$ cat src/rtl/mmu_tlb_assoc_if.sv
// Request/response and management-command bundle for the fully-associative TLB.
// Signal names match the block's flat port list.
interface mmu_tlb_assoc_if #(
  parameter int unsigned IDX_W = 4
);
  logic             req_valid;
  logic [31:0]      req_addr;
  logic             req_write;
  logic [7:0]       asid_i;
  logic             resp_valid;
  logic [31:0]      resp_paddr;
  logic             exc_tlbl;
  logic             exc_tlbs;
  logic             exc_tlbm;
  logic             exc_refill;
  logic             cmd_valid;
  logic [1:0]       cmd_op;
  logic [IDX_W-1:0] cmd_index;
  logic [IDX_W-1:0] wired_i;
  logic [31:0]      entryhi_i;
  logic [31:0]      entrylo0_i;
  logic [31:0]      entrylo1_i;
  logic             cmd_done;
  logic [31:0]      probe_o;
  logic [31:0]      rd_entryhi_o;
  logic [31:0]      rd_entrylo0_o;
  logic [31:0]      rd_entrylo1_o;
  logic [IDX_W-1:0] random_o;

  modport slave (
    input  req_valid, req_addr, req_write, asid_i,
    input  cmd_valid, cmd_op, cmd_index, wired_i, entryhi_i, entrylo0_i, entrylo1_i,
    output resp_valid, resp_paddr, exc_tlbl, exc_tlbs, exc_tlbm, exc_refill,
    output cmd_done, probe_o, rd_entryhi_o, rd_entrylo0_o, rd_entrylo1_o, random_o
  );

  modport master (
    output req_valid, req_addr, req_write, asid_i,
    output cmd_valid, cmd_op, cmd_index, wired_i, entryhi_i, entrylo0_i, entrylo1_i,
    input  resp_valid, resp_paddr, exc_tlbl, exc_tlbs, exc_tlbm, exc_refill,
    input  cmd_done, probe_o, rd_entryhi_o, rd_entrylo0_o, rd_entrylo1_o, random_o
  );
endinterface

$ cat src/rtl/mmu_tlb_assoc.sv
// Fully-associative MIPS-style TLB: single-cycle lookup with exception
// classification, plus TLBWI/TLBWR/TLBP/TLBR management and a wired Random counter.
module mmu_tlb_assoc #(
  parameter int unsigned ENTRIES = 16,
  parameter int unsigned IDX_W   = $clog2(ENTRIES)
) (
  input logic           clk,
  input logic           rst,
  mmu_tlb_assoc_if.slave bus
);
  localparam int unsigned VPN_W  = 19;
  localparam int unsigned ASID_W = 8;
  localparam int unsigned PFN_W  = 20;
  localparam logic [IDX_W-1:0] LAST_IDX = IDX_W'(ENTRIES - 1);

  typedef enum logic [1:0] {
    OP_TLBWI = 2'b00,
    OP_TLBWR = 2'b01,
    OP_TLBP  = 2'b10,
    OP_TLBR  = 2'b11
  } cmd_op_e;

  logic [VPN_W-1:0]  vpn2_q [ENTRIES];
  logic [ASID_W-1:0] asid_q [ENTRIES];
  logic [PFN_W-1:0]  pfn0_q [ENTRIES];
  logic [PFN_W-1:0]  pfn1_q [ENTRIES];
  logic [ENTRIES-1:0] g_q, d0_q, v0_q, d1_q, v1_q;

  logic [IDX_W-1:0] random_q, random_d, wired_q;
  logic             resp_valid_q, resp_valid_d;
  logic [31:0]      resp_paddr_q, resp_paddr_d;
  logic             tlbl_q, tlbl_d, tlbs_q, tlbs_d, tlbm_q, tlbm_d, refill_q, refill_d;
  logic             cmd_done_q;
  logic [31:0]      probe_q, rd_hi_q, rd_lo0_q, rd_lo1_q;

  logic             l_hit, p_hit;
  logic [IDX_W-1:0] l_idx, p_idx, w_idx;
  logic             we;
  logic [PFN_W-1:0] sel_pfn;
  logic             sel_d, sel_v;
  cmd_op_e          op;

  assign op = cmd_op_e'(bus.cmd_op);

  // Lookup and probe searches; descending scan leaves the lowest matching index.
  always_comb begin
    l_hit = 1'b0;
    l_idx = '0;
    p_hit = 1'b0;
    p_idx = '0;
    for (int i = int'(ENTRIES) - 1; i >= 0; i--) begin
      if (vpn2_q[IDX_W'(i)] == bus.req_addr[31:13] &&
          (g_q[IDX_W'(i)] || asid_q[IDX_W'(i)] == bus.asid_i)) begin
        l_hit = 1'b1;
        l_idx = IDX_W'(i);
      end
      if (vpn2_q[IDX_W'(i)] == bus.entryhi_i[31:13] &&
          (g_q[IDX_W'(i)] || asid_q[IDX_W'(i)] == bus.entryhi_i[7:0])) begin
        p_hit = 1'b1;
        p_idx = IDX_W'(i);
      end
    end
  end

  // Translation result and exception classification for the sampled request.
  always_comb begin
    resp_valid_d = bus.req_valid;
    resp_paddr_d = '0;
    tlbl_d       = 1'b0;
    tlbs_d       = 1'b0;
    tlbm_d       = 1'b0;
    refill_d     = 1'b0;
    sel_pfn      = bus.req_addr[12] ? pfn1_q[l_idx] : pfn0_q[l_idx];
    sel_d        = bus.req_addr[12] ? d1_q[l_idx]   : d0_q[l_idx];
    sel_v        = bus.req_addr[12] ? v1_q[l_idx]   : v0_q[l_idx];
    if (bus.req_valid) begin
      if (bus.req_addr[31:30] == 2'b10) begin
        resp_paddr_d = {3'b000, bus.req_addr[28:0]};
      end else if (!l_hit || !sel_v) begin
        refill_d = !l_hit;
        tlbs_d   = bus.req_write;
        tlbl_d   = !bus.req_write;
      end else if (bus.req_write && !sel_d) begin
        tlbm_d = 1'b1;
      end else begin
        resp_paddr_d = {sel_pfn, bus.req_addr[11:0]};
      end
    end
  end

  // Random counts down toward wired and restarts at the top on wrap or wired change.
  always_comb begin
    random_d = random_q - 1'b1;
    if (bus.wired_i >= LAST_IDX || bus.wired_i != wired_q || random_q <= bus.wired_i) begin
      random_d = LAST_IDX;
    end
  end

  assign we    = bus.cmd_valid && (op == OP_TLBWI || op == OP_TLBWR);
  assign w_idx = (op == OP_TLBWR) ? random_q : bus.cmd_index;

  always_ff @(posedge clk) begin
    if (rst) begin
      for (int i = 0; i < int'(ENTRIES); i++) begin
        vpn2_q[IDX_W'(i)] <= '0;
        asid_q[IDX_W'(i)] <= '0;
        pfn0_q[IDX_W'(i)] <= '0;
        pfn1_q[IDX_W'(i)] <= '0;
      end
      g_q          <= '0;
      d0_q         <= '0;
      v0_q         <= '0;
      d1_q         <= '0;
      v1_q         <= '0;
      random_q     <= LAST_IDX;
      wired_q      <= bus.wired_i;
      resp_valid_q <= 1'b0;
      resp_paddr_q <= '0;
      tlbl_q       <= 1'b0;
      tlbs_q       <= 1'b0;
      tlbm_q       <= 1'b0;
      refill_q     <= 1'b0;
      cmd_done_q   <= 1'b0;
      probe_q      <= 32'h8000_0000;
      rd_hi_q      <= '0;
      rd_lo0_q     <= '0;
      rd_lo1_q     <= '0;
    end else begin
      random_q     <= random_d;
      wired_q      <= bus.wired_i;
      resp_valid_q <= resp_valid_d;
      resp_paddr_q <= resp_paddr_d;
      tlbl_q       <= tlbl_d;
      tlbs_q       <= tlbs_d;
      tlbm_q       <= tlbm_d;
      refill_q     <= refill_d;
      cmd_done_q   <= bus.cmd_valid;
      if (we) begin
        vpn2_q[w_idx] <= bus.entryhi_i[31:13];
        asid_q[w_idx] <= bus.entryhi_i[7:0];
        pfn0_q[w_idx] <= bus.entrylo0_i[25:6];
        pfn1_q[w_idx] <= bus.entrylo1_i[25:6];
        g_q[w_idx]    <= bus.entrylo0_i[0] & bus.entrylo1_i[0];
        d0_q[w_idx]   <= bus.entrylo0_i[2];
        v0_q[w_idx]   <= bus.entrylo0_i[1];
        d1_q[w_idx]   <= bus.entrylo1_i[2];
        v1_q[w_idx]   <= bus.entrylo1_i[1];
      end
      if (bus.cmd_valid && op == OP_TLBP) begin
        if (p_hit) probe_q <= {1'b0, (31 - IDX_W)'(0), p_idx};
        else       probe_q[31] <= 1'b1;
      end
      if (bus.cmd_valid && op == OP_TLBR) begin
        rd_hi_q  <= {vpn2_q[bus.cmd_index], 5'b0, asid_q[bus.cmd_index]};
        rd_lo0_q <= {6'b0, pfn0_q[bus.cmd_index], 3'b0, d0_q[bus.cmd_index],
                     v0_q[bus.cmd_index], g_q[bus.cmd_index]};
        rd_lo1_q <= {6'b0, pfn1_q[bus.cmd_index], 3'b0, d1_q[bus.cmd_index],
                     v1_q[bus.cmd_index], g_q[bus.cmd_index]};
      end
    end
  end

  assign bus.resp_valid    = resp_valid_q;
  assign bus.resp_paddr    = resp_paddr_q;
  assign bus.exc_tlbl      = tlbl_q;
  assign bus.exc_tlbs      = tlbs_q;
  assign bus.exc_tlbm      = tlbm_q;
  assign bus.exc_refill    = refill_q;
  assign bus.cmd_done      = cmd_done_q;
  assign bus.probe_o       = probe_q;
  assign bus.rd_entryhi_o  = rd_hi_q;
  assign bus.rd_entrylo0_o = rd_lo0_q;
  assign bus.rd_entrylo1_o = rd_lo1_q;
  assign bus.random_o      = random_q;

  // Reserved EntryHi/EntryLo fields carry no state.
  logic unused_bits;
  assign unused_bits = ^{bus.entryhi_i[12:8], bus.entrylo0_i[31:26], bus.entrylo0_i[5:3],
                         bus.entrylo1_i[31:26], bus.entrylo1_i[5:3]};
endmodule
$ cat src/flat_wrapper.sv
// flat-port wrapper written by rule: the top's interface ports become plain ports
module mmu_tlb_assoc_flat 
#(
  parameter int unsigned ENTRIES = 16,
  parameter int unsigned IDX_W   = $clog2(ENTRIES)
)
  (clk, rst, bus_req_valid, bus_req_addr, bus_req_write, bus_asid_i, bus_cmd_valid, bus_cmd_op, bus_cmd_index, bus_wired_i, bus_entryhi_i, bus_entrylo0_i, bus_entrylo1_i, bus_resp_valid, bus_resp_paddr, bus_exc_tlbl, bus_exc_tlbs, bus_exc_tlbm, bus_exc_refill, bus_cmd_done, bus_probe_o, bus_rd_entryhi_o, bus_rd_entrylo0_o, bus_rd_entrylo1_o, bus_random_o);
  mmu_tlb_assoc_if #(.IDX_W(IDX_W)) bus_i ();
  input logic clk;
  input logic rst;
  input wire logic [$bits(bus_i.req_valid)-1:0] bus_req_valid;
  input wire logic [$bits(bus_i.req_addr)-1:0] bus_req_addr;
  input wire logic [$bits(bus_i.req_write)-1:0] bus_req_write;
  input wire logic [$bits(bus_i.asid_i)-1:0] bus_asid_i;
  input wire logic [$bits(bus_i.cmd_valid)-1:0] bus_cmd_valid;
  input wire logic [$bits(bus_i.cmd_op)-1:0] bus_cmd_op;
  input wire logic [$bits(bus_i.cmd_index)-1:0] bus_cmd_index;
  input wire logic [$bits(bus_i.wired_i)-1:0] bus_wired_i;
  input wire logic [$bits(bus_i.entryhi_i)-1:0] bus_entryhi_i;
  input wire logic [$bits(bus_i.entrylo0_i)-1:0] bus_entrylo0_i;
  input wire logic [$bits(bus_i.entrylo1_i)-1:0] bus_entrylo1_i;
  output wire logic [$bits(bus_i.resp_valid)-1:0] bus_resp_valid;
  output wire logic [$bits(bus_i.resp_paddr)-1:0] bus_resp_paddr;
  output wire logic [$bits(bus_i.exc_tlbl)-1:0] bus_exc_tlbl;
  output wire logic [$bits(bus_i.exc_tlbs)-1:0] bus_exc_tlbs;
  output wire logic [$bits(bus_i.exc_tlbm)-1:0] bus_exc_tlbm;
  output wire logic [$bits(bus_i.exc_refill)-1:0] bus_exc_refill;
  output wire logic [$bits(bus_i.cmd_done)-1:0] bus_cmd_done;
  output wire logic [$bits(bus_i.probe_o)-1:0] bus_probe_o;
  output wire logic [$bits(bus_i.rd_entryhi_o)-1:0] bus_rd_entryhi_o;
  output wire logic [$bits(bus_i.rd_entrylo0_o)-1:0] bus_rd_entrylo0_o;
  output wire logic [$bits(bus_i.rd_entrylo1_o)-1:0] bus_rd_entrylo1_o;
  output wire logic [$bits(bus_i.random_o)-1:0] bus_random_o;
  assign bus_i.req_valid = bus_req_valid;
  assign bus_i.req_addr = bus_req_addr;
  assign bus_i.req_write = bus_req_write;
  assign bus_i.asid_i = bus_asid_i;
  assign bus_i.cmd_valid = bus_cmd_valid;
  assign bus_i.cmd_op = bus_cmd_op;
  assign bus_i.cmd_index = bus_cmd_index;
  assign bus_i.wired_i = bus_wired_i;
  assign bus_i.entryhi_i = bus_entryhi_i;
  assign bus_i.entrylo0_i = bus_entrylo0_i;
  assign bus_i.entrylo1_i = bus_entrylo1_i;
  assign bus_resp_valid = bus_i.resp_valid;
  assign bus_resp_paddr = bus_i.resp_paddr;
  assign bus_exc_tlbl = bus_i.exc_tlbl;
  assign bus_exc_tlbs = bus_i.exc_tlbs;
  assign bus_exc_tlbm = bus_i.exc_tlbm;
  assign bus_exc_refill = bus_i.exc_refill;
  assign bus_cmd_done = bus_i.cmd_done;
  assign bus_probe_o = bus_i.probe_o;
  assign bus_rd_entryhi_o = bus_i.rd_entryhi_o;
  assign bus_rd_entrylo0_o = bus_i.rd_entrylo0_o;
  assign bus_rd_entrylo1_o = bus_i.rd_entrylo1_o;
  assign bus_random_o = bus_i.random_o;
  mmu_tlb_assoc #(.ENTRIES(ENTRIES), .IDX_W(IDX_W)) u_core (.clk(clk), .rst(rst), .bus(bus_i));
endmodule
$ cat config.mk
export PLATFORM = sky130hd
export DESIGN_NAME = mmu_tlb_assoc_flat
export DESIGN_NICKNAME = d
export VERILOG_FILES = /design/src/rtl/mmu_tlb_assoc_if.sv /design/src/rtl/mmu_tlb_assoc.sv /design/src/flat_wrapper.sv
export SDC_FILE = /design/constraint.sdc
export NUM_CORES = 2
export LEC_CHECK = 0
export BUFFER_PORTS_ARGS = -buffer_cell sky130_fd_sc_hd__buf_2
export CAP_MARGIN = 20
export CORE_ASPECT_RATIO = 1.75
export CORE_UTILIZATION = 57
export CTS_CLUSTER_SIZE = 28
export DETAILED_ROUTE_END_ITERATION = 16
export PLACE_DENSITY_LB_ADDON = 0.12
export SYNTH_ARGS = -nofsm -noshare
export SYNTH_HDL_FRONTEND = slang
export SYNTH_SLANG_ARGS = --single-unit
$ cat constraint.sdc
create_clock -name clk -period 12.6 [get_ports clk]
set_clock_uncertainty 0.2 [all_clocks]
set_input_delay 3.78 -clock clk [delete_from_list [all_inputs] [get_ports clk]]
set_output_delay 3.78 -clock clk [all_outputs]
set_load 0.03 [all_outputs]
## Yosys cells after proc, flatten, opt, wreduce, memory -nomap -nowiden

Memories as Yosys holds them, arrays and structs flattened. A register that Yosys moved wholly into a read port is not among the register bits.
Index checks and enable logic that the tools add are counted.

- Flip-flop bits (word level): 177
- Memory bits (writable): 1072
- Memories: 4

- $add $sub $neg: 1
- $lt $le $gt $ge: 6
- Equal/unequal tests: 53
- Multiplexer cells: 115
- Bitwise gates (word level): 3
- Reductions and logical operators: 56

Memories:

| name | depth | width | read ports | clocked after memory_dff | write ports | RTL line | RTL |
|---|---|---|---|---|---|---|---|
| u_core.pfn0_q | 16 | 20 | 2 | 1 | 16 | mmu_tlb_assoc.sv:25 | `logic [PFN_W-1:0] pfn0_q [ENTRIES];` |
| u_core.pfn1_q | 16 | 20 | 2 | 1 | 16 | mmu_tlb_assoc.sv:26 | `logic [PFN_W-1:0] pfn1_q [ENTRIES];` |
| u_core.vpn2_q | 16 | 19 | 17 | 1 | 16 | mmu_tlb_assoc.sv:23 | `logic [VPN_W-1:0] vpn2_q [ENTRIES];` |
| u_core.asid_q | 16 | 8 | 9 | 1 | 16 | mmu_tlb_assoc.sv:24 | `logic [ASID_W-1:0] asid_q [ENTRIES];` |

Operator list:

| kind | count |
|---|---|
| == test 19 bit | 32 |
| 2-to-1 mux 4 bit | 37 |
| == test 8 bit | 16 |
| 2-to-1 mux 29 bit | 3 |
| bitwise mux 16 bit | 5 |
| 2-to-1 mux 20 bit | 3 |
| 2-to-1 mux 1 bit | 55 |
| OR reduction 20 bit | 2 |
| binary-select mux 1 bit (select 4 bit) | 9 |
| logical AND 1 bit | 21 |
| logical OR 1 bit | 20 |
| 2-to-1 mux 19 bit | 1 |
| OR reduction 19 bit | 1 |
| < comparator 4 x 5 -> 1 bit, second input constant | 3 |
| 2-to-1 mux 8 bit | 1 |
| OR reduction 4 bit | 2 |
| OR reduction 8 bit | 1 |
| == test 2 bit, second input constant | 3 |
| OR reduction 5 bit | 1 |
| demux 1 bit (select 4 bit) | 1 |
| greater-or-equal comparator 4 x 1 -> 1 bit, second input constant | 1 |
| greater-or-equal comparator 4 bit, second input constant | 1 |
| <= comparator 4 bit | 1 |
| logical NOT 1 bit | 4 |
| other kinds (8) | 10 |

## Depth between registers and ports, before layout

An unclocked memory read counts as a cell.

- Depth after elaboration: 26
- Mapped depth: 19

## Least setup slack after synthesis

Ideal clock, no wire load.

- Kind: input to register
- From: input bus_req_addr[25]
- To: register u_core.resp_paddr_q[10], in the netlist u_core.bus.resp_paddr[10]
- Setup time: 133 ps
- Data arrival time: 7031 ps
- Setup slack: 5236 ps
- Cell stages on the path: 17
- Path buffers: 4
- Cells stage by stage: buf_4 buf_6 xor2_1 nor4_1 nand4_1 o2bb2a_4 a211o_1 a211oi_4 nor2_2 buf_2 a2111o_1 a211oi_2 o211ai_2 and4_4 nand2_2 buf_4 a21oi_1

- Word-level cells in the longest chain between the ends: 25

Ends and longest elaborated chain:

| element | RTL line | RTL |
|---|---|---|
| start, declared | flat_wrapper.sv:12 | `input wire logic [$bits(bus_i.req_addr)-1:0] bus_req_addr;` |
| == test 19 bit | mmu_tlb_assoc.sv:52 | `if (vpn2_q[IDX_W'(i)] == bus.req_addr[31:13] &&` |
| 2-to-1 mux 4 bit (16 in a row) | mmu_tlb_assoc.sv:52 |  |
| binary-select mux 1 bit (select 4 bit) | mmu_tlb_assoc.sv:74 | `sel_d = bus.req_addr[12] ? d1_q[l_idx] : d0_q[l_idx];` |
| 2-to-1 mux 1 bit (implied by the code) | mmu_tlb_assoc.sv:74 |  |
| 2-to-1 mux 1 bit | mmu_tlb_assoc.sv:74 |  |
| logical NOT 1 bit | mmu_tlb_assoc.sv:83 | `end else if (bus.req_write && !sel_d) begin` |
| logical AND 1 bit | mmu_tlb_assoc.sv:83 |  |
| 2-to-1 mux 29 bit | mmu_tlb_assoc.sv:83 |  |
| 2-to-1 mux 29 bit (*) | mmu_tlb_assoc.sv:79 | `end else if (!l_hit \|\| !sel_v) begin` |
| 2-to-1 mux 29 bit (*) | mmu_tlb_assoc.sv:77 | `if (bus.req_addr[31:30] == 2'b10) begin` |
| end signal, assigned | mmu_tlb_assoc.sv:132 | `resp_paddr_q <= resp_paddr_d;` |
| end, declared | mmu_tlb_assoc.sv:31 | `logic [31:0] resp_paddr_q, resp_paddr_d;` |

Every way passes the cells marked *; elsewhere a longest branch is shown, timed or not. The select of a mux whose other input is x is not followed.
A chain may end at the register's enable or synchronous reset.

## Worst setup path in the final report

- From: input bus_req_addr[23]
- To: register u_core.resp_paddr_q[19], in the netlist u_core.bus.resp_paddr[19]

Same word-level chain as after synthesis.

==> impl_metrics.yaml <==
outcome:
  status: "completed"
global_routing:
  grt_max_degree: 193
  grt_pass1_vias: 51100
  grt_pass1_wl_mm: 361
  grt_use_total_pct: 40.1
  antenna_found_initial: 29
  grt_overflow: 0
worst_setup_path:
  cp.arrival_ps: 10260
  cp-endpoint: "u_core.bus.resp_paddr[19]"
  worstSetupStartpoint: "bus_req_addr[23]"
  required_ps: 13070
  r2r_slack_ps: 5920
  crit_type: "in2reg"
  cp.depth: 15
  r2r-end: "u_core.bus.resp_paddr[19]"
  critPathCaptureType: "flop"
  ff2ff_path_depth: 14
  r2r_start: "u_core.vpn2_q[14][15]"
  cpPeakStageDelay_ps: 970
  cp_cell_sequence: "buf_2 -> xor2_1 -> nor4_1 -> nand4_1 -> a2bb2o_1 -> a211o_1 -> a211oi_4 -> nor2_4 -> buf_12 -> nand2_1 -> nand3_1 -> o21ai_0 -> o211ai_1 -> nand4_1 -> o21ai_0"
  cp_slowest_cell: "nor4_1"
  cp-start-kind: "input pin"
  critPathMaxFanout: 185
  cp_num_buf_inv: 2
  crit_family: "simple AND/OR/NAND/NOR gates"
worst_hold_path:
  min_from: "u_core.bus.rd_entrylo1_o[19]"
  hold_class: "reg2reg"
clock_network:
  htreeDepth: 3
  cts_tree: "yes"
  cts_resized: 0
  cts_hold_buf: 0
  clockBufferDepth: 3
  clkTransAtPathRegs_ps: 60
  clock_latency_ps: 770
  cts.sinks: 1275
  clockRootBuffer: "clkbuf_16"
  numCtsBuffers: 117
  post_cts_buffers: 0
placement:
  port_buffers: 247
  dp_worst_setup_slack_ps: 2720
  hpwlAfterDp_mm: 161
  gp_congestion: 1.02
logic_synthesis:
  ys.flop_type: "edfxtp_1"
  synth_top_family_by_area: "simple AND/OR/NAND/NOR gates"
  synth-adder-area-share_pct: 0.0875
  synth_top_area_share_pct: 45.0
  synth_area_sq_mm: 0.0715
  yosysWarnings: 0
  synthSimpleGateAreaFrac_pct: 19.0
  yosys.area.top_type: "edfxtp_1"
  synth_mux_area_share_pct: 12.4
  yosys.area_share.xor_xnor_pct: 9.08
  synthTopCellsByArea: "edfxtp_1 45%, mux4_2 12%, and2_1 9.4%"
  ys_types: 72
  async_flop_share_pct: 0
  yosysSeqAreaShare_pct: 50.7
  synth_compound_area_share_pct: 4.59
  syn_avg_cell_area_sq_um: 11.6
  netlist_instances: 6139
  synth_edf_count: 1072
  ys_ff_latch: 1275
floorplanning:
  core_sq_mm: 0.124
  initial_utilization_pct: 57.5
  dieArea_sq_mm: 0.127
  die_y_microns: 470
  io_pins: 321
  die_w_microns: 270
  rows: 171
power:
  irDropWorstVdd_uv: 146
  powerDensity_mw_per_mm2: 124
  total_power_mw: 9.59
  power_leakage_nw: 29.3
sta:
  fin_crit_ps: 9790
  rsz0062_at_grt: "no"
  fin_crit_sh_pct: 77.7
  slew_viol_final: 0
  hold_viol_final: 0
  finalSetupViolCount: 0
  worst_pin_slew_ps: 1240
  fmaxAchievable_ghz: 0.102
  layout_setup_ws_ps: 2810
  slew-limit-headroom_pct: 16.8
  setup_tns_ps: 0
detailed_routing:
  drt_wl_total_mm: 255
  vias_per_cell: 6.61
  detail_route.first_pass.iterations: 6
  route.detailed.drc: 0
  wl_per_cell_microns: 32.7
  dr_total_vias: 51700
  ant_nets: 0
  initialDrtViolationCount: 6629
finish:
  drive_above_1_share_pct: 16.0
  nNetsFinal: 6208
  syn2layout_area_growth_pct: 8.17
flow_run:
  cap_violations: 0
-- routing by layer --
layer  part of all wire (%)  GRT usage [%]  vias up  wire length, microns
li1                       -              -    21600                     -
met1                     33           45.5    25700                 83900
met2                     49           66.4     3371                124000
met3                    9.1           6.65      951                 23300
met4                    9.4           33.3        8                 24000
met5                  0.021              0        -                    53
-- power breakdown --
part / internal [mW] / switching, mW / total (mW)
Sequential: 4.72 / 0.127 / 4.85
Combinational: 0.353 / 0.660 / 1.01
Clock: 2.06 / 1.66 / 3.73
Total: 7.14 / 2.45 / 9.59
-- worst min-delay path by stage --
stage          slack (ps)  depth (start not counted)                            to
4_1_cts               250                          2    u_core.bus.rd_entryhi_o[1]
5_1_grt               270                          2   u_core.bus.rd_entryhi_o[15]
2_1_floorplan         240                          1                u_core.g_q[10]
3_5_place_dp          240                          1        u_core.bus.random_o[0]
3_3_place_gp          240                          1        u_core.bus.random_o[0]
6_report              250                          2  u_core.bus.rd_entrylo1_o[19]
-- stage by stage --
step / utilization [%] / cells / hold WS (ps) / instance area, sq um
3_3_place_gp: 59.0 / 7575 / 236 / 73300
5_1_grt: 62.2 / 7808 / 268 / 77300
6_report: 62.2 / 7815 / 253 / 77300
4_1_cts: 62.2 / 7798 / 253 / 77300
2_1_floorplan: - / 6188 / 237 / 71700
3_5_place_dp: 59.0 / 7575 / 242 / 73300
-- cells in the mapped netlist (20+ instances only) --
master and count:
a211oi_1 33, a21oi_1 130, a22o_1 63, and2_1 1079, and3_1 20, buf_1 57
buf_2 47, buf_4 72, buf_6 23, clkbuf_1 408, dfxtp_1 203, edfxtp_1 1072
inv_1 37, mux2i_1 57, mux4_2 366, nand2_1 819, nand3_1 291, nand4_1 77
nor2_1 51, nor4_1 144, o211ai_1 69, o21ai_0 88, xnor2_1 188, xor2_1 553
-- cell usage in the layout (no fill, tap or decap), drive strengths merged, types with 9 or more instances in the layout --
cell	instances
a211oi	35
a21oi	130
a22o	63
a31oi	19
a32o	17
and2	1093
and3	20
buf	352
clkbuf	164
clkinv	40
conb	50
dfxtp	203
diode	16
edfxtp	1072
inv	41
mux2i	57
mux4	366
nand2	820
nand3	291
nand4	78
nor2	52
nor2b	9
nor3	20
nor4	152
o211ai	71
o21ai	97
xnor2	188
xor2	553
-- tightest hold or removal path, stage by stage (launching register included) --
cell and delay, ps:
dfxtp_1 310, nand2_1 50, a21oi_1 50
-- cell type report --
type | count | area (sq um)
Fill cell | 9852 | 47000
Sequential cell | 1275 | 36300
Multi-Input combinational cell | 4269 | 32700
Clock buffer | 164 | 3420
Timing Repair Buffer | 352 | 2120
Tap cell | 1643 | 2060
Clock inverter | 59 | 548
Inverter | 37 | 184
Antenna cell | 16 | 40.0
-- sequential cells by signal, summed over array words and instances (netlist names), 22 cells and up --
signal and flops:
u_core.bus.rd_entryhi_o 27, u_core.pfn1_q 320, u_core.pfn0_q 320, u_core.asid_q 128
u_core.bus.resp_paddr 32, u_core.bus.rd_entrylo0_o 23, u_core.bus.rd_entrylo1_o 22, u_core.vpn2_q 304
-- kinds of logic after synthesis --
family,count (synthesis)
buffers and inverters,644
adder cells (fa/ha/maj),5
XOR/XNOR,741
AND/OR/NAND/NOR,2561
AO/OA/AOI/OAI,482
multiplexers,430
flip-flops,1275
other,1
Power figures use the tool's default switching activity.
